$ cat config.mk
export PLATFORM = sky130hd
export DESIGN_NAME = fb_arbiter_flat
export DESIGN_NICKNAME = d
export VERILOG_FILES = /design/src/rtl/fb_pkg.sv /design/src/rtl/fb_arbiter_if.sv /design/src/rtl/fb_arb_prio.sv /design/src/rtl/fb_arbiter.sv /design/src/flat_wrapper.sv
export SDC_FILE = /design/constraint.sdc
export NUM_CORES = 1
export LEC_CHECK = 0
export CORE_MARGIN = 4
export CORE_UTILIZATION = 42
export CTS_CLUSTER_DIAMETER = 100
export CTS_CLUSTER_SIZE = 16
export DETAILED_ROUTE_END_ITERATION = 10
export PLACE_DENSITY = 0.88
export SYNTH_ARGS = -nofsm -noshare
export SYNTH_HDL_FRONTEND = slang
export SYNTH_SLANG_ARGS = --single-unit
$ cat constraint.sdc
create_clock -name clk -period 2.5 [get_ports clk]
set_input_delay 0.625 -clock clk [delete_from_list [all_inputs] [get_ports clk]]
set_output_delay 0.625 -clock clk [all_outputs]
set_load 0.02 [all_outputs]
$ cat src/rtl/fb_pkg.sv
// Shared definitions for the framebuffer arbiter and the framebuffer itself.
// State encoding, default pixel width and screen geometry.
package fb_pkg;

    localparam int FB_WIDTH = 32;
    localparam int FB_VER_X = 640;
    localparam int FB_HOR_Y = 480;
    localparam int COORD_W  = 10;

    typedef enum logic [1:0] {
        IDLE  = 2'd0,
        ISSUE = 2'd1,
        WAIT  = 2'd2
    } state_t;

    function automatic logic in_range(
        input logic [COORD_W-1:0] x,
        input logic [COORD_W-1:0] y,
        input int                 vx,
        input int                 hy
    );
        return (int'({22'd0, x}) < vx) && (int'({22'd0, y}) < hy);
    endfunction

endpackage

$ cat src/rtl/fb_arbiter_if.sv
// Client and framebuffer signals of the arbiter.
// master = arbiter side, slave = clients plus framebuffer.
interface fb_arbiter_if #(
    parameter int WIDTH = fb_pkg::FB_WIDTH
);
    import fb_pkg::*;

    logic               rd_req;
    logic [COORD_W-1:0] rd_x;
    logic [COORD_W-1:0] rd_y;
    logic               rd_ack;
    logic               rd_valid;
    logic [WIDTH-1:0]   rd_rgb;

    logic               wr_valid;
    logic [COORD_W-1:0] wr_x;
    logic [COORD_W-1:0] wr_y;
    logic [WIDTH-1:0]   wr_rgb;
    logic               wr_ready;
    logic               wr_done;

    logic               fb_do_read;
    logic               fb_do_write;
    logic [COORD_W-1:0] fb_pix_x;
    logic [COORD_W-1:0] fb_pix_y;
    logic [WIDTH-1:0]   fb_write_rgb;
    logic               fb_busy;
    logic               fb_done;
    logic [WIDTH-1:0]   fb_read_rgb;

    logic               timeout_err;

    modport master (
        input  rd_req, rd_x, rd_y,
        input  wr_valid, wr_x, wr_y, wr_rgb,
        input  fb_busy, fb_done, fb_read_rgb,
        output rd_ack, rd_valid, rd_rgb,
        output wr_ready, wr_done,
        output fb_do_read, fb_do_write,
        output fb_pix_x, fb_pix_y, fb_write_rgb,
        output timeout_err
    );

    modport slave (
        output rd_req, rd_x, rd_y,
        output wr_valid, wr_x, wr_y, wr_rgb,
        output fb_busy, fb_done, fb_read_rgb,
        input  rd_ack, rd_valid, rd_rgb,
        input  wr_ready, wr_done,
        input  fb_do_read, fb_do_write,
        input  fb_pix_x, fb_pix_y, fb_write_rgb,
        input  timeout_err
    );

endinterface

$ cat src/rtl/fb_arb_prio.sv
// Read-over-write grant selection with a bounded read streak
// so a pending write cannot be starved by continuous scanout.
module fb_arb_prio #(
    parameter int MAX_RD_STREAK = 8
) (
    input  logic clk,
    input  logic rst,
    input  logic en,
    input  logic rd_req,
    input  logic wr_valid,
    output logic gnt_rd,
    output logic gnt_wr
);

    localparam int SW = (MAX_RD_STREAK > 0) ? $clog2(MAX_RD_STREAK + 1) : 1;

    logic [SW-1:0] streak_q;
    logic [SW-1:0] streak_d;
    logic          starve;

    assign starve = (streak_q == SW'(MAX_RD_STREAK));

    always_comb begin
        gnt_wr   = en && wr_valid && (!rd_req || starve);
        gnt_rd   = en && rd_req && !gnt_wr;
        streak_d = streak_q;
        if (gnt_wr) begin
            streak_d = '0;
        end else if (gnt_rd) begin
            if (!wr_valid) begin
                streak_d = '0;
            end else if (!starve) begin
                streak_d = streak_q + 1'b1;
            end
        end
    end

    always_ff @(posedge clk) begin
        if (!rst) begin
            streak_q <= '0;
        end else begin
            streak_q <= streak_d;
        end
    end

endmodule

$ cat src/rtl/fb_arbiter.sv
// Arbitrates scanout reads and compute writes onto one framebuffer port,
// with out-of-range short-circuit and a bounded wait for completion.
module fb_arbiter
    import fb_pkg::*;
#(
    parameter int WIDTH         = FB_WIDTH,
    parameter int ver_x         = FB_VER_X,
    parameter int hor_y         = FB_HOR_Y,
    parameter int MAX_RD_STREAK = 8,
    parameter int TIMEOUT       = 1024
) (
    input logic          clk,
    input logic          rst,
    fb_arbiter_if.master bus
);

    localparam int CW = $clog2(TIMEOUT + 1);

    state_t             state_q;
    logic [CW-1:0]      cnt_q;
    logic               op_rd_q;
    logic               rd_valid_q;
    logic [WIDTH-1:0]   rd_rgb_q;
    logic               wr_done_q;
    logic               do_rd_q;
    logic               do_wr_q;
    logic [COORD_W-1:0] pix_x_q;
    logic [COORD_W-1:0] pix_y_q;
    logic [WIDTH-1:0]   wdata_q;
    logic               terr_q;

    logic               en;
    logic               gnt_rd;
    logic               gnt_wr;
    logic [COORD_W-1:0] sel_x;
    logic [COORD_W-1:0] sel_y;
    logic               sel_ok;

    // Grants are gated by reset so none can land in a reset cycle.
    assign en = rst && (state_q == IDLE) && !bus.fb_busy;

    fb_arb_prio #(
        .MAX_RD_STREAK (MAX_RD_STREAK)
    ) u_prio (
        .clk      (clk),
        .rst      (rst),
        .en       (en),
        .rd_req   (bus.rd_req),
        .wr_valid (bus.wr_valid),
        .gnt_rd   (gnt_rd),
        .gnt_wr   (gnt_wr)
    );

    assign sel_x  = gnt_rd ? bus.rd_x : bus.wr_x;
    assign sel_y  = gnt_rd ? bus.rd_y : bus.wr_y;
    assign sel_ok = in_range(sel_x, sel_y, ver_x, hor_y);

    always_ff @(posedge clk) begin
        if (!rst) begin
            state_q    <= IDLE;
            cnt_q      <= '0;
            op_rd_q    <= 1'b0;
            rd_valid_q <= 1'b0;
            rd_rgb_q   <= '0;
            wr_done_q  <= 1'b0;
            do_rd_q    <= 1'b0;
            do_wr_q    <= 1'b0;
            pix_x_q    <= '0;
            pix_y_q    <= '0;
            wdata_q    <= '0;
            terr_q     <= 1'b0;
        end else begin
            rd_valid_q <= 1'b0;
            wr_done_q  <= 1'b0;
            do_rd_q    <= 1'b0;
            do_wr_q    <= 1'b0;
            unique case (state_q)
                IDLE: begin
                    if (gnt_rd || gnt_wr) begin
                        op_rd_q <= gnt_rd;
                        if (sel_ok) begin
                            pix_x_q <= sel_x;
                            pix_y_q <= sel_y;
                            if (gnt_wr) begin
                                wdata_q <= bus.wr_rgb;
                            end
                            do_rd_q <= gnt_rd;
                            do_wr_q <= gnt_wr;
                            state_q <= ISSUE;
                        end else begin
                            // Off-screen: complete at once, nothing reaches the buffer.
                            rd_valid_q <= gnt_rd;
                            wr_done_q  <= gnt_wr;
                            if (gnt_rd) begin
                                rd_rgb_q <= '0;
                            end
                        end
                    end
                end
                ISSUE: begin
                    cnt_q   <= '0;
                    state_q <= WAIT;
                end
                WAIT: begin
                    if (bus.fb_done) begin
                        if (op_rd_q) begin
                            rd_rgb_q   <= bus.fb_read_rgb;
                            rd_valid_q <= 1'b1;
                        end else begin
                            wr_done_q  <= 1'b1;
                        end
                        state_q <= IDLE;
                    end else if (cnt_q == CW'(TIMEOUT - 1)) begin
                        terr_q  <= 1'b1;
                        state_q <= IDLE;
                    end else begin
                        cnt_q <= cnt_q + 1'b1;
                    end
                end
                default: begin
                    state_q <= IDLE;
                end
            endcase
        end
    end

    assign bus.rd_ack       = gnt_rd;
    assign bus.wr_ready     = gnt_wr;
    assign bus.rd_valid     = rd_valid_q;
    assign bus.rd_rgb       = rd_rgb_q;
    assign bus.wr_done      = wr_done_q;
    assign bus.fb_do_read   = do_rd_q;
    assign bus.fb_do_write  = do_wr_q;
    assign bus.fb_pix_x     = pix_x_q;
    assign bus.fb_pix_y     = pix_y_q;
    assign bus.fb_write_rgb = wdata_q;
    assign bus.timeout_err  = terr_q;

endmodule

$ cat src/flat_wrapper.sv
// flat-port wrapper written by rule: the top's interface ports become plain ports
module fb_arbiter_flat import fb_pkg::*;
#(
    parameter int WIDTH         = FB_WIDTH,
    parameter int ver_x         = FB_VER_X,
    parameter int hor_y         = FB_HOR_Y,
    parameter int MAX_RD_STREAK = 8,
    parameter int TIMEOUT       = 1024
)
  (clk, rst, bus_rd_req, bus_rd_x, bus_rd_y, bus_wr_valid, bus_wr_x, bus_wr_y, bus_wr_rgb, bus_fb_busy, bus_fb_done, bus_fb_read_rgb, bus_rd_ack, bus_rd_valid, bus_rd_rgb, bus_wr_ready, bus_wr_done, bus_fb_do_read, bus_fb_do_write, bus_fb_pix_x, bus_fb_pix_y, bus_fb_write_rgb, bus_timeout_err);
  fb_arbiter_if #(.WIDTH(WIDTH)) bus_i ();
  input logic clk;
  input logic rst;
  input wire logic [$bits(bus_i.rd_req)-1:0] bus_rd_req;
  input wire logic [$bits(bus_i.rd_x)-1:0] bus_rd_x;
  input wire logic [$bits(bus_i.rd_y)-1:0] bus_rd_y;
  input wire logic [$bits(bus_i.wr_valid)-1:0] bus_wr_valid;
  input wire logic [$bits(bus_i.wr_x)-1:0] bus_wr_x;
  input wire logic [$bits(bus_i.wr_y)-1:0] bus_wr_y;
  input wire logic [$bits(bus_i.wr_rgb)-1:0] bus_wr_rgb;
  input wire logic [$bits(bus_i.fb_busy)-1:0] bus_fb_busy;
  input wire logic [$bits(bus_i.fb_done)-1:0] bus_fb_done;
  input wire logic [$bits(bus_i.fb_read_rgb)-1:0] bus_fb_read_rgb;
  output wire logic [$bits(bus_i.rd_ack)-1:0] bus_rd_ack;
  output wire logic [$bits(bus_i.rd_valid)-1:0] bus_rd_valid;
  output wire logic [$bits(bus_i.rd_rgb)-1:0] bus_rd_rgb;
  output wire logic [$bits(bus_i.wr_ready)-1:0] bus_wr_ready;
  output wire logic [$bits(bus_i.wr_done)-1:0] bus_wr_done;
  output wire logic [$bits(bus_i.fb_do_read)-1:0] bus_fb_do_read;
  output wire logic [$bits(bus_i.fb_do_write)-1:0] bus_fb_do_write;
  output wire logic [$bits(bus_i.fb_pix_x)-1:0] bus_fb_pix_x;
  output wire logic [$bits(bus_i.fb_pix_y)-1:0] bus_fb_pix_y;
  output wire logic [$bits(bus_i.fb_write_rgb)-1:0] bus_fb_write_rgb;
  output wire logic [$bits(bus_i.timeout_err)-1:0] bus_timeout_err;
  assign bus_i.rd_req = bus_rd_req;
  assign bus_i.rd_x = bus_rd_x;
  assign bus_i.rd_y = bus_rd_y;
  assign bus_i.wr_valid = bus_wr_valid;
  assign bus_i.wr_x = bus_wr_x;
  assign bus_i.wr_y = bus_wr_y;
  assign bus_i.wr_rgb = bus_wr_rgb;
  assign bus_i.fb_busy = bus_fb_busy;
  assign bus_i.fb_done = bus_fb_done;
  assign bus_i.fb_read_rgb = bus_fb_read_rgb;
  assign bus_rd_ack = bus_i.rd_ack;
  assign bus_rd_valid = bus_i.rd_valid;
  assign bus_rd_rgb = bus_i.rd_rgb;
  assign bus_wr_ready = bus_i.wr_ready;
  assign bus_wr_done = bus_i.wr_done;
  assign bus_fb_do_read = bus_i.fb_do_read;
  assign bus_fb_do_write = bus_i.fb_do_write;
  assign bus_fb_pix_x = bus_i.fb_pix_x;
  assign bus_fb_pix_y = bus_i.fb_pix_y;
  assign bus_fb_write_rgb = bus_i.fb_write_rgb;
  assign bus_timeout_err = bus_i.timeout_err;
  fb_arbiter #(.WIDTH(WIDTH), .ver_x(ver_x), .hor_y(hor_y), .MAX_RD_STREAK(MAX_RD_STREAK), .TIMEOUT(TIMEOUT)) u_core (.clk(clk), .rst(rst), .bus(bus_i));
endmodule
==> run metrics, run 1 <==
Die Ht=around 110 µm; CTS root buf=clkbuf_8; Final GP Congestion=between 0.8 and 0.9; per-cell routed wire length=around 15 µm; Slew Limit Headroom=55.2%; Starting Density=~43%; CP Max Fanout=20; # fillers=roughly 800; static leakage=~2.6 nW; post-synthesis cell area=around 0.0044 mm²; clk_lat worst skew=0.36 ns; Req. time, crit path=between 2 and 3 ns; sequential cell area fraction in the yosys report=approximately half; Worst path max stage delay=between 0.5 and 0.6 ns; Gate Count Post-Synth=499; grt ovf=0; hold_buf cts=0; CP endpoint kind=register; total CTS buffers=9; Top Family by Delay on Critical Path=buffers and inverters; Warnings, synthesis=0; drt first pass iters=4; Total Routing Usage GR=about 20%; Die Wd=~110 µm; final wirelength=approximately 12,000 µm; share of cells above drive strength 1=about 7.8%; Max Transition Viols Final=0; worst path bufs/invs=3; fin area=approximately 0.007 mm²; placed inst area=approximately 0.0067 mm²; Slowest cell on crit path=clkdlybuf4s50_1; Clock Skews=just over 0.01 ns; status=completed; number of global-route vias before repair=around 4,300; synthesized flop and latch total=107; worst ir drop on vdd=about 0.00025 V; DRT iter0 DRCs=175; vias per cell=between 4 and 5; ys flop type=dfxtp_1; routed length on met3=between 1000 and 1500 µm; post-layout min period=approximately 2.3 ns; fraction of registers with async set/reset=0%; Hold Fails Final Rpt=0; Ports=~200; largest net degree at the start of global routing=76; initial antenna violation count=0; Sum Neg Setup Slack=0 ns; number of flops mapped to enable cells by yosys=0; f_max=426 MHz; DP HPWL=~9400 µm; Slew @ Worst Pin=just under 0.7 ns; Worst Hold Class=reg -> reg; Max Cap Viol=0; r2r setup slk=~0.28 ns; CTS sink cnt=approximately 110; crit path DAT=roughly 2.6 ns; unrepaired setup endpoints after global routing=no; htree depth=3; P per Cell Area=approximately 470 mW/mm²; number of diodes=0; CP Class=in -> reg; Unique masters post-synth=43; critical path startpoint category=input pin; worst path cell trace=clkdlybuf4s50_1, nand4b_1, nand3_2, buf_4, mux2_4, or2_4, buf_12, o31ai_1; Die ar.=0.0122 mm²; FP Rows=37; crit share post-route=between 90% and 100%; metal2 WL=5890 µm; core area=0.0103 mm²; Post-Syn Nets=612; Area Growth Syn to Fin=56.2%; DR vias=about 4,200; first-pass GRT wire length=between 20,000 and 25,000 µm; Syn Area/Cell=roughly 8.9 µm²; DR top layer=met4; Residual DRC=0; Antenna Violating Nets Remaining=0; Clk pin slew, worst setup/hold paths=approximately 0.10 ns; DRT met1 WL=5180 µm; Final #Nets=~800; CTS tree=built; CTS max path bufs=2; setup violators final=0; Port Buffers=200; Util after Layout=between 60% and 70%
-- worst register-to-register path, delay by kind of cell, from the launching register on --
kind / cells / cell delay (ns)
adder cells (fa/ha/maj): 1 / 0.23
AND/OR/NAND/NOR: 3 / 0.55
multiplexers: 1 / 0.33
buffers and inverters: 3 / 0.42
flip-flops: 1 / 0.41
AO/OA/AOI/OAI: 1 / 0.21
-- area by class of cell --
cell class                      instances  area [µm²]  area share, %
Tap cell                              136         170           2.46
Clock buffer                           11         151           2.19
Sequential cell                       107        2140           31.0
Clock inverter                          5        60.1          0.870
Multi-Input combinational cell        350        2130           30.8
Inverter                                7        26.3          0.380
Timing Repair Buffer                  224        2230           32.3
-- cell usage in the layout (no fill, tap or decap), drive strengths merged, types with 5 or more instances in the layout --
cell | netlist | routed
dfxtp | 107 | 107
xor2 | 5 | 5
a21oi | 6 | 6
mux2i | 68 | 68
o21ai | 36 | 36
nand2 | 125 | 125
buf | 11 | 27
clkdlybuf4s50 | 0 | 196
nor2 | 18 | 18
nand3 | 42 | 42
inv | 7 | 8
clkbuf | 24 | 11
-- layer usage --
| layer | GRT usage (%) | vias to the layer above |
|---|---|---|
| li1 | - | 2088 |
| met1 | 23.1 | 1874 |
| met2 | 34.5 | 173 |
| met3 | 5.92 | 21 |
| met4 | 7.64 | 0 |
| met5 | 0 | - |
-- flip-flops by register name, summed over array words and instances (netlist names) --
signal                   flops
u_core.bus.fb_pix_x         10
u_core.bus.fb_do_write       1
u_core.state_q               2
u_core.bus.rd_valid          1
u_core.bus.wr_done           1
u_core.op_rd_q               1
u_core.bus.fb_pix_y         10
u_core.bus.rd_rgb           32
u_core.bus.timeout_err       1
u_core.cnt_q                11
u_core.bus.fb_write_rgb     32
u_core.u_prio.streak_q       4
u_core.bus.fb_do_read        1
-- logic make-up after synthesis --
kind of cell | Yosys count | share of synthesized area [%]
adder cells (fa/ha/maj) | 3 | 0.849
flip-flops | 107 | 48.4
AND/OR/NAND/NOR | 209 | 21.1
AO/OA/AOI/OAI | 60 | 8.12
XOR/XNOR | 9 | 1.78
buffers and inverters | 42 | 4.02
multiplexers | 69 | 15.7
-- stage by stage --
step	total power, mW	hold WS (ns)	instances	worst slack (ns)
finish	3.25	0.459	840	0.152
floorplan	1.92	0.461	499	0.181
detailed placement	2.19	0.446	823	-0.425
global route	3.38	0.471	840	0.0504
global placement	2.18	0.441	823	-0.383
CTS	3.29	0.461	839	-0.00975
-- path summary, 6_finish.rpt --
check | end | start | cells past startpoint
max reg2reg | u_core.bus.fb_pix_x[2]$_SDFFE_PN0P_ | u_core.u_prio.streak_q[0]$_SDFFE_PP0P_ | 9
min | u_core.bus.rd_rgb[25]$_SDFFE_PN0P_ | u_core.bus.rd_rgb[25]$_SDFFE_PN0P_ | 2
max | u_core.bus.fb_pix_x[2]$_SDFFE_PN0P_ | bus_wr_valid | 8
min reg2reg | u_core.bus.rd_rgb[25]$_SDFFE_PN0P_ | u_core.bus.rd_rgb[25]$_SDFFE_PN0P_ | 2
-- synthesized netlist by cell type (3+ instances only) --
| cell | number | share of area, % |
|---|---|---|
| and3_1 | 4 | 0.57 |
| nand2_1 | 125 | 11 |
| o21ai_1 | 12 | 1.4 |
| xor2_1 | 5 | 0.99 |
| o21ai_0 | 24 | 2.7 |
| a211oi_1 | 4 | 0.68 |
| xnor2_1 | 4 | 0.79 |
| mux2i_1 | 68 | 15 |
| buf_2 | 4 | 0.45 |
| inv_1 | 6 | 0.51 |
| clkbuf_1 | 24 | 2.0 |
| nor2_1 | 18 | 1.5 |
| buf_1 | 3 | 0.25 |
| nand3_1 | 42 | 4.8 |
| a21oi_1 | 6 | 0.68 |
| ha_1 | 3 | 0.85 |
| buf_4 | 4 | 0.68 |
| dfxtp_1 | 107 | 48 |
-- repair_timing --
action	in CTS	in global routing
setup endpoints to repair	2	54
gates resized for setup	12	2
pin swaps	2	2
buffers inserted	0	1
-- report_power, final --
group          total (mW)  internal [mW]  switching, mW  leakage (nW)
Sequential           1.74           1.73         0.0136         0.864
Clock                1.09          0.522          0.571         0.106
Combinational       0.414          0.249          0.165          1.68
(Power assumes the default switching activity.)
==> run 2, diff against run 1 <==
RECOVER_POWER = 100   (was default)
SLEW_MARGIN = 0   (was default)
==> run 2 against run 1 <==
Against the previous run: design area is 0.27% lower; first-iteration DRC count is 20% higher; via count is 0.77% higher; die area stayed put; worst hold slack worse by 0.00087 ns; global-route usage stayed put; final cell count stayed put; power is 0.43% lower; highest routed layer unchanged.
==> run metrics, run 2 (synthesis results as in run 1) <==
Total Routing Usage GR=19.9% (unchanged); drt first pass iters=4 (unchanged); Ports=201 (unchanged); Starting Density=43.0% (unchanged); CP endpoint kind=register; number of diodes=0 (unchanged); Max Cap Viol=0 (unchanged); CTS sink cnt=107 (unchanged); CP startpoint=bus_rd_y[6]; static leakage=2.95 nW (+11%); unrepaired setup endpoints after global routing=no; Slowest cell on crit path=dlygate4sd3_1; crit share post-route=97.5% (+3.5 points); post-layout min period=2.44 ns (+0.0887 ns); worst path cell trace=dlygate4sd3_1, a41o_1, or2_2, mux2_4, or2_4, buf_12, o31ai_1; initial antenna violation count=0 (unchanged); Slew @ Worst Pin=0.674 ns (+0.00120 ns); hold slack=0.458 ns (-0.000873 ns); clk_lat worst skew=0.36 ns (about the same); DR vias=4,188 (+0.77%); CTS max path bufs=2 (unchanged); Antenna Violating Nets Remaining=0 (unchanged); r2r setup slk=0.32 ns (+0.04 ns); CTS tree=built; placed insts=823 (unchanged); number of global-route vias before repair=4,315 (unchanged); largest net degree at the start of global routing=76 (unchanged); total CTS buffers=9 (unchanged); Max Transition Viols Final=0 (unchanged); Worst path max stage delay=0.58 ns (+0.03 ns); f_max=410 MHz (-3.6%); commonest non-fill, non-tap cell in the layout=nand2_1; P per Cell Area=469 mW/mm² (-0.16%); setup violators final=0 (unchanged); crit path DAT=2.71 ns (+0.08 ns); Die ar.=0.0122 mm² (unchanged); DRT iter0 DRCs=210 (+20%); final wirelength=12,300 µm (about the same); critical path startpoint category=input pin; R2R Path Start=u_core.u_prio.streak_q[0]$_SDFFE_PP0P_; htree depth=3 (unchanged); worst ir drop on vdd=0.000245 V (-0.96%); vias per cell=4.99 (+0.77%); per-cell routed wire length=14.7 µm (about the same); Port Buffers=200 (unchanged); status=completed; DP HPWL=9370 µm (unchanged); Worst Hold Class=reg -> reg; Pwr Total=3.23 mW (-0.43%); core area=0.0103 mm² (unchanged); share of cells above drive strength 1=6.96% (-0.85 points); Area Growth Syn to Fin=55.7%; Top Family by Delay on Critical Path=buffers and inverters; # fillers=822 (+0.61%); Crit. path cell count=7 (-1); Req. time, crit path=2.78 ns (about the same); Die Ht=111 µm (unchanged); Residual DRC=0 (unchanged); worst setup path endpoint=u_core.bus.fb_pix_x[2]$_SDFFE_PN0P_; Final #Nets=812 (unchanged); worst path bufs/invs=2 (-1); Die Wd=111 µm (unchanged); Reg2Reg Capture Point=u_core.bus.fb_pix_x[2]$_SDFFE_PN0P_; Util after Layout=67.0% (-0.18 points); CTS root buf=clkbuf_8; hold_sp=u_core.bus.fb_write_rgb[24]$_SDFFE_PN0P_; Final GP Congestion=0.853 (unchanged); Clock Skews=0.00976 ns (-0.000418 ns); fin cells=840 (unchanged); CP Max Fanout=20 (unchanged); commonest non-fill, non-tap cells in the layout=nand2_1, dfxtp_1, clkdlybuf4s50_1; cells on worst reg2reg path=9 (unchanged); grt ovf=0 (unchanged); first-pass GRT wire length=20,400 µm (unchanged); Clk pin slew, worst setup/hold paths=0.10 ns (about the same); Slew Limit Headroom=55.1% (-0.080 points); CP Class=in -> reg; Hold Fails Final Rpt=0 (unchanged); FP Rows=37 (unchanged)
-- run 2: power by group --
group / switching (mW) / internal, mW / total (mW)
clock: 0.568 / 0.522 / 1.09
combinational: 0.164 / 0.240 / 0.404
sequential: 0.0126 / 1.73 / 1.74
-- run 2: layout make-up --
cell class                      count  area (µm²)  share of cell area (%)
Clock buffer                       11         151                    2.20
Clock inverter                      5        60.1                   0.872
Inverter                            7        26.3                   0.381
Multi-Input combinational cell    350        2120                    30.8
Sequential cell                   107        2140                    31.1
Tap cell                          136         170                    2.47
Timing Repair Buffer              224        2210                    32.1
-- run 2: worst min-delay path by stage --
stage	to	slack [ns]	depth (start not counted)
after detailed placement	u_core.bus.fb_write_rgb[24]$_SDFFE_PN0P_	0.45	2
after global placement	u_core.bus.fb_write_rgb[18]$_SDFFE_PN0P_	0.44	2
final	u_core.bus.fb_write_rgb[24]$_SDFFE_PN0P_	0.46	2
after global routing	u_core.bus.fb_write_rgb[2]$_SDFFE_PN0P_	0.47	2
after CTS	u_core.bus.rd_rgb[25]$_SDFFE_PN0P_	0.46	2
after floorplan	u_core.op_rd_q$_SDFFE_PN0P_	0.46	2
-- run 2: worst register-to-register path, cell delays in order, from the launching register on --
cell	delay, ns
dfxtp_1	0.41
inv_1	0.06
ha_1	0.21
nand4b_1	0.15
nand3_2	0.11
buf_4	0.18
mux2_4	0.33
or2_4	0.28
buf_12	0.17
o31ai_1	0.21
-- run 2: routing by layer --
layer / routed length [µm] / global-route usage (%)
met1: 5130 / 23.1
met2: 5910 / 34.5
met3: 1050 / 5.92
met5: 0 / 0
met4: 256 / 7.64
-- run 2: metrics by stage --
| stage | setup WS [ns] | cell area (µm²) | TNS, ns |
|---|---|---|---|
| detailed placement | -0.425 | 6680 | -16.44 |
| floorplan | 0.181 | 4420 | 0 |
| global route | 0.0342 | 6890 | 0 |
| finish | 0.0633 | 6890 | 0 |
| CTS | -0.00975 | 6890 | -0.00975 |
| global placement | -0.383 | 6680 | -13.79 |
-- run 2: timing repair --
item                       in CTS  in global routing
setup endpoints to repair       2                 54
buffers inserted                0                  1
pin swaps                       2                  2
gates resized for setup        12                  2
hold buffers                    0                  0
==> RTL change 1: new RTL, settings of run 1 <==
The 3 states of `state_t` get a one-hot encoding in 3 bits.
--- a/src/rtl/fb_pkg.sv
+++ b/src/rtl/fb_pkg.sv
@@ -9,6 +9,6 @@
 
-    typedef enum logic [1:0] {
-        IDLE  = 2'd0,
-        ISSUE = 2'd1,
-        WAIT  = 2'd2
+    typedef enum logic [2:0] {
+        IDLE  = 3'b001,
+        ISSUE = 3'b010,
+        WAIT  = 3'b100
     } state_t;
Check against the original RTL: no difference found for any inputs over 4 cycles, from zero or initial values and one cycle with rst low; so few cycles prove little.
==> RTL change 1 against run 1 <==
- largest power group unchanged
- final area is 0.29% higher
- maximum frequency is 1.3% lower
- wire length is 9.7% higher
- critical path depth is 3 lower
- worst setup slack worse by 0.031 ns
- synthesized area is 1.6% higher
- non-clock buffer count is 5 higher
- highest routed layer unchanged
- power is 2.3% lower
- sequential cell count is 1 higher
==> RTL change 1: results (changes against run 1) <==
stage	metric	value	unit	change
global_route	grt_pass1_wl	22000	um	was 20440 um
final_layout	buf_share	0.3250		was 0.3226
global_route	grt_pass1_vias	4544		was 4315
logic_synthesis	ys_top_cells_by_count	135 x nand2_1, 108 x dfxtp_1, 51 x a21oi_1		was 125 x nand2_1, 107 x dfxtp_1, 68 x mux2i_1
final_layout	design_area	6927	um^2	was 6907 um^2
global_route	grtUsageMet2	0.3924		was 0.3451
final_layout	n_clock_buffer	12		was 11
global_route	grt_max_degree	55		was 76
logic_synthesis	synth_area_leaders	dfxtp_1 48%, nand2_1 11%, a21oi_1 5.7%		was dfxtp_1 48%, mux2i_1 15%, nand2_1 11%
sta	slew_headroom	0.6602		was 0.5518
clock_network	cts_resized	2		was 12
place	dpl_cell_area	6759	um^2	was 6678 um^2
logic_synthesis	avgSynthCellArea	8.540	um^2	was 8.864 um^2
place	dp_hpwl	10200	um	was 9375 um
final_layout	seq_share	0.3121		was 0.3101
status	status	completed		unchanged
drt	wl	13550	um	was 12350 um
drt	wl_met1	5379	um	was 5176 um
final_layout	fin_nets	839		was 812
logic_synthesis	muxShareOfSynthArea	0.04735		was 0.1573
pwr	seq_cell_power	1.76	mW	
setup_path	arrival	1.75	ns	was 2.63 ns
pwr	switching_share	0.2492		was 0.2310
final_layout	buffers	229		was 224
setup_path	slowest_delay	0.48	ns	was 0.55 ns
drt	wl_met2	7128	um	was 5893 um
final_layout	inv_count	8		was 7
logic_synthesis	syn_nets	639		was 612
final_layout	fillCellCount	848		was 817
logic_synthesis	ys_types	50		was 43
drt	wl_per_cell	15.65	um	was 14.71 um
global_route	grt_util_all_layers	0.2121		was 0.1992
final_layout	seq_cell_count	108		was 107
pwr	p_comb_frac	0.139		was 0.128
place	gp_congestion	0.9229		was 0.8530
global_route	grt.met3_usage	0.04674		was 0.05918
die	die_x	111.4	um	was 110.6 um
place	place_ws	-0.1537	ns	was -0.4250 ns
drt	via_per_inst	5.221		was 4.948
sta	clock-skew-final	0.009152	ns	was 0.01017 ns
pwr	p_leak	2.403	nW	was 2.646 nW
logic_synthesis	synth_xor_area_frac	0.01560		was 0.01782
drt	drtIter0Drc	241		was 175
pwr	ir_drop	0.2462	mV	was 0.2470 mV
logic_synthesis	synthAdderAreaFrac	0.008357		was 0.008487
final_layout	layout-drive-gt1-share	0.07260		was 0.07813
drt	wl_met3	844	um	was 1028 um
logic_synthesis	synthFlopType	dfxtp_1		unchanged
final_layout	num-multi-input-gates	370		was 350
logic_synthesis	ys_seq_area_frac	0.4813		was 0.4843
pwr	p_comb	442	uW	was 414 uW
logic_synthesis	synth-compound-area-share	0.1468		was 0.08119
final_layout	clkCellAreaFrac	0.02439		was 0.03062
final_layout	multiInputGateArea	2145	um^2	was 2128 um^2
setup_path	path_max_fanout	4		was 20
global_route	use_met1	0.2430		was 0.2306
place	dp.cells	851		was 823
drt	dr.pass1.iters	5		was 4
final_layout	antenna_cells	0		unchanged
-- RTL change 1: changes by cell type after synthesis, sizes merged, moves of 3 or more --
| cell | change |
|---|---|
| nand2 | +10 |
| buf | +4 |
| or2 | -3 |
| a21oi | +46 |
| nand3 | -22 |
| mux2i | -48 |
| a311oi | +18 |
| o21ai | -16 |
| nand3b | +32 |
| or4 | +3 |
-- RTL change 1: path summary, 6_finish.rpt --
path | from | slack [ns] | to
max | bus_wr_valid | 0.12 | bus_wr_ready
min | u_core.bus.rd_rgb[29]$_SDFFE_PN0P_ | 0.45 | u_core.bus.rd_rgb[29]$_SDFFE_PN0P_
max reg2reg | u_core.u_prio.streak_q[0]$_SDFFE_PP0P_ | 0.32 | u_core.bus.fb_write_rgb[19]$_SDFFE_PN0P_
min reg2reg | u_core.bus.rd_rgb[29]$_SDFFE_PN0P_ | 0.45 | u_core.bus.rd_rgb[29]$_SDFFE_PN0P_
==> RTL change 2: new RTL, settings of run 1 <==
Made on the original files. The package constant `FB_WIDTH` goes from 32 to 16.
--- a/src/rtl/fb_pkg.sv
+++ b/src/rtl/fb_pkg.sv
@@ -4,3 +4,3 @@
 
-    localparam int FB_WIDTH = 32;
+    localparam int FB_WIDTH = 16;
     localparam int FB_VER_X = 640;
Interface: changed (resized bus_fb_read_rgb, bus_fb_write_rgb, bus_rd_rgb and bus_wr_rgb); port bits go from 201 to 137. The function was not compared with the original's and may differ.
==> RTL change 2 against run 1 <==
- sequential power fell by 29%
- die area fell by 25%
- via count fell by 23%
- power fell by 23%
- worst setup slack got worse by 0.069 ns
- count of clock-buffer cells in the layout did not move
- final cell count fell by 27%
- combinational power fell by 16%
- final area fell by 27%
- synthesized area fell by 27%
- maximum frequency fell by 2.9%
- sequential cell count fell by 32
- critical path depth fell by 2
- wire length fell by 26%
- critical path type is now input port to output port
- largest cell class is now multi-input combinational cells
- largest power group unchanged
- highest routed layer unchanged
==> RTL change 2: results (changes against run 1) <==
stage	metric	value	unit	change
logic_synthesis	ys_async_sr_fraction	0		unchanged
logic_synthesis	synth_area_leaders	dfxtp_1 46%, mux2i_1 13%, nand2_1 8.4%		was dfxtp_1 48%, mux2i_1 15%, nand2_1 11%
place	dp_hpwl	6935	um	was 9375 um
place	gp_congestion	0.8529		was 0.8530
pwr	p_leak	1.988	nW	was 2.646 nW
sta	tightest_slew	0.6404	ns	was 0.6723 ns
drt	wl_per_cell	14.83	um	was 14.71 um
logic_synthesis	synth-compound-area-share	0.1007		was 0.08119
logic_synthesis	syn_inst	365		was 499
pwr	ir_drop	0.3022	mV	was 0.2470 mV
global_route	grt_util_all_layers	0.2034		was 0.1992
clock_network	clk_latency	0.35	ns	
drt	via_per_inst	5.159		was 4.948
final_layout	antenna_cells	0		unchanged
global_route	grt_pass1_wl	14570	um	was 20440 um
place	io_buffers	136		was 200
logic_synthesis	syn_nets	446		was 612
setup_path	cp_top_family	buffers and inverters		unchanged
logic_synthesis	synth_xor_area_frac	0.02430		was 0.01782
setup_path	arrival	1.79	ns	was 2.63 ns
logic_synthesis	ys_top_cells_by_count	75 x dfxtp_1, 73 x nand2_1, 42 x mux2i_1		was 125 x nand2_1, 107 x dfxtp_1, 68 x mux2i_1
clock_network	cts.path.max_buffers	2		unchanged
drt	dr_total_vias	3183		was 4156
sta	clock-skew-final	0.01088	ns	was 0.01017 ns
logic_synthesis	ys_types	45		was 43
drt	dr.pass1.iters	4		unchanged
status	status	completed		unchanged
worst_hold_path	worst_hold_path_type	flip-flop to flip-flop		unchanged
worst_hold_path	holdPathStages	2		unchanged
drt	drtIter0Drc	145		was 175
place	place_ws	-0.4538	ns	was -0.4250 ns
logic_synthesis	muxShareOfSynthArea	0.1365		was 0.1573
clock_network	cts_buffers	9		unchanged
clock_network	clk_pin_slew	0.07	ns	was 0.10 ns
global_route	grt_pass1_vias	3243		was 4315
setup_path	r2r.worst_path.cells	9		unchanged
logic_synthesis	synth_warnings	0		unchanged
global_route	antenna_found_initial	0		unchanged
setup_path	slowest_delay	0.28	ns	was 0.55 ns
global_route	grt_max_degree	63		was 76
setup_path	path_max_fanout	3		was 20
final_layout	fin_nets	594		was 812
logic_synthesis	synthAdderAreaFrac	0.01157		was 0.008487
setup_path	critPathSlowestCell	nor4b_4		was clkdlybuf4s50_1
logic_synthesis	ys_seq_area_frac	0.4628		was 0.4843
place	dp.cells	600		was 823
final_layout	layout-drive-gt1-share	0.09266		was 0.07813
clock_network	clockRootBuffer	clkbuf_8		unchanged
clock_network	htreeDepth	3		unchanged
==> RTL change 2: cell count changes after synthesis, sizes merged, moves of 3 or more <==
| cell | delta |
|---|---|
| mux2i | -25 |
| nand2 | -51 |
| and2 | +3 |
| nand3 | -6 |
| a311oi | +3 |
| o21ai | -5 |
| nor2 | -3 |
| nor4b | +3 |
| dfxtp | -32 |
| clkbuf | -11 |
==> RTL change 2: layer usage <==
layer,wire (um),track usage
met1,3435,0.2113
met2,4744,0.3550
met3,631,0.07349
met4,336,0.1114
met5,0,0
==> RTL change 2: cells by family (layout without fill, tap and decap cells) <==
logic type,Yosys count,after routing
XOR/XNOR,9,9
flip-flops,75,75
AO/OA/AOI/OAI,55,55
buffers and inverters,29,182
AND/OR/NAND/NOR,151,151
multiplexers,43,43
adder cells (fa/ha/maj),3,3
==> RTL change 2: final timing paths <==
| kind | startpoint | to | slack, ns |
|---|---|---|---|
| worst min-delay path | u_core.bus.fb_write_rgb[12]$_SDFFE_PN0P_ | u_core.bus.fb_write_rgb[12]$_SDFFE_PN0P_ | 0.45 |
| worst max-delay path | bus_fb_busy | bus_rd_ack | 0.08 |
| worst min register to register | u_core.bus.fb_write_rgb[12]$_SDFFE_PN0P_ | u_core.bus.fb_write_rgb[12]$_SDFFE_PN0P_ | 0.45 |
| worst max register to register | u_core.u_prio.streak_q[0]$_SDFFE_PP0P_ | u_core.bus.fb_write_rgb[1]$_SDFFE_PN0P_ | 0.36 |
==> RTL change 2: cell type report <==
class                   instances  area [um^2]
clock inverters                 5        52.55
well taps                      99        123.9
repair buffers                160         1579
multi-input cells             261         1609
inverters                       6        22.52
clock buffers                  11        141.4
flip-flops and latches         75         1501
fillers                       580         2340
==> RTL change 2: what timing repair did <==
action	4_1_cts	5_1_grt
pin swaps	1	1
hold buffers	0	0
resized for setup	7	1
endpoints found under the setup margin	2	8
buffers inserted	1	0
==> RTL change 2: where the power goes <==
part	switching (mW)	internal [mW]
clock	0.440	0.484
combinational	0.145	0.201
sequential	0.0136	1.22
total	0.599	1.90
==> RTL change 2: worst min-delay path: cells and delay by family, from the launching register on <==
| family | cells | cell delay [ns] |
|---|---|---|
| simple gates | 1 | 0.05 |
| flops | 1 | 0.32 |
| compound gates | 1 | 0.05 |
==> RTL change 2: through the flow <==
stage	TNS [ns]	instance area [um^2]
after floorplan	0	3244
after global routing	0	5030
final	0	5030
after global placement	-8.660	4823
after CTS	0	5026
after detailed placement	-10.22	4823
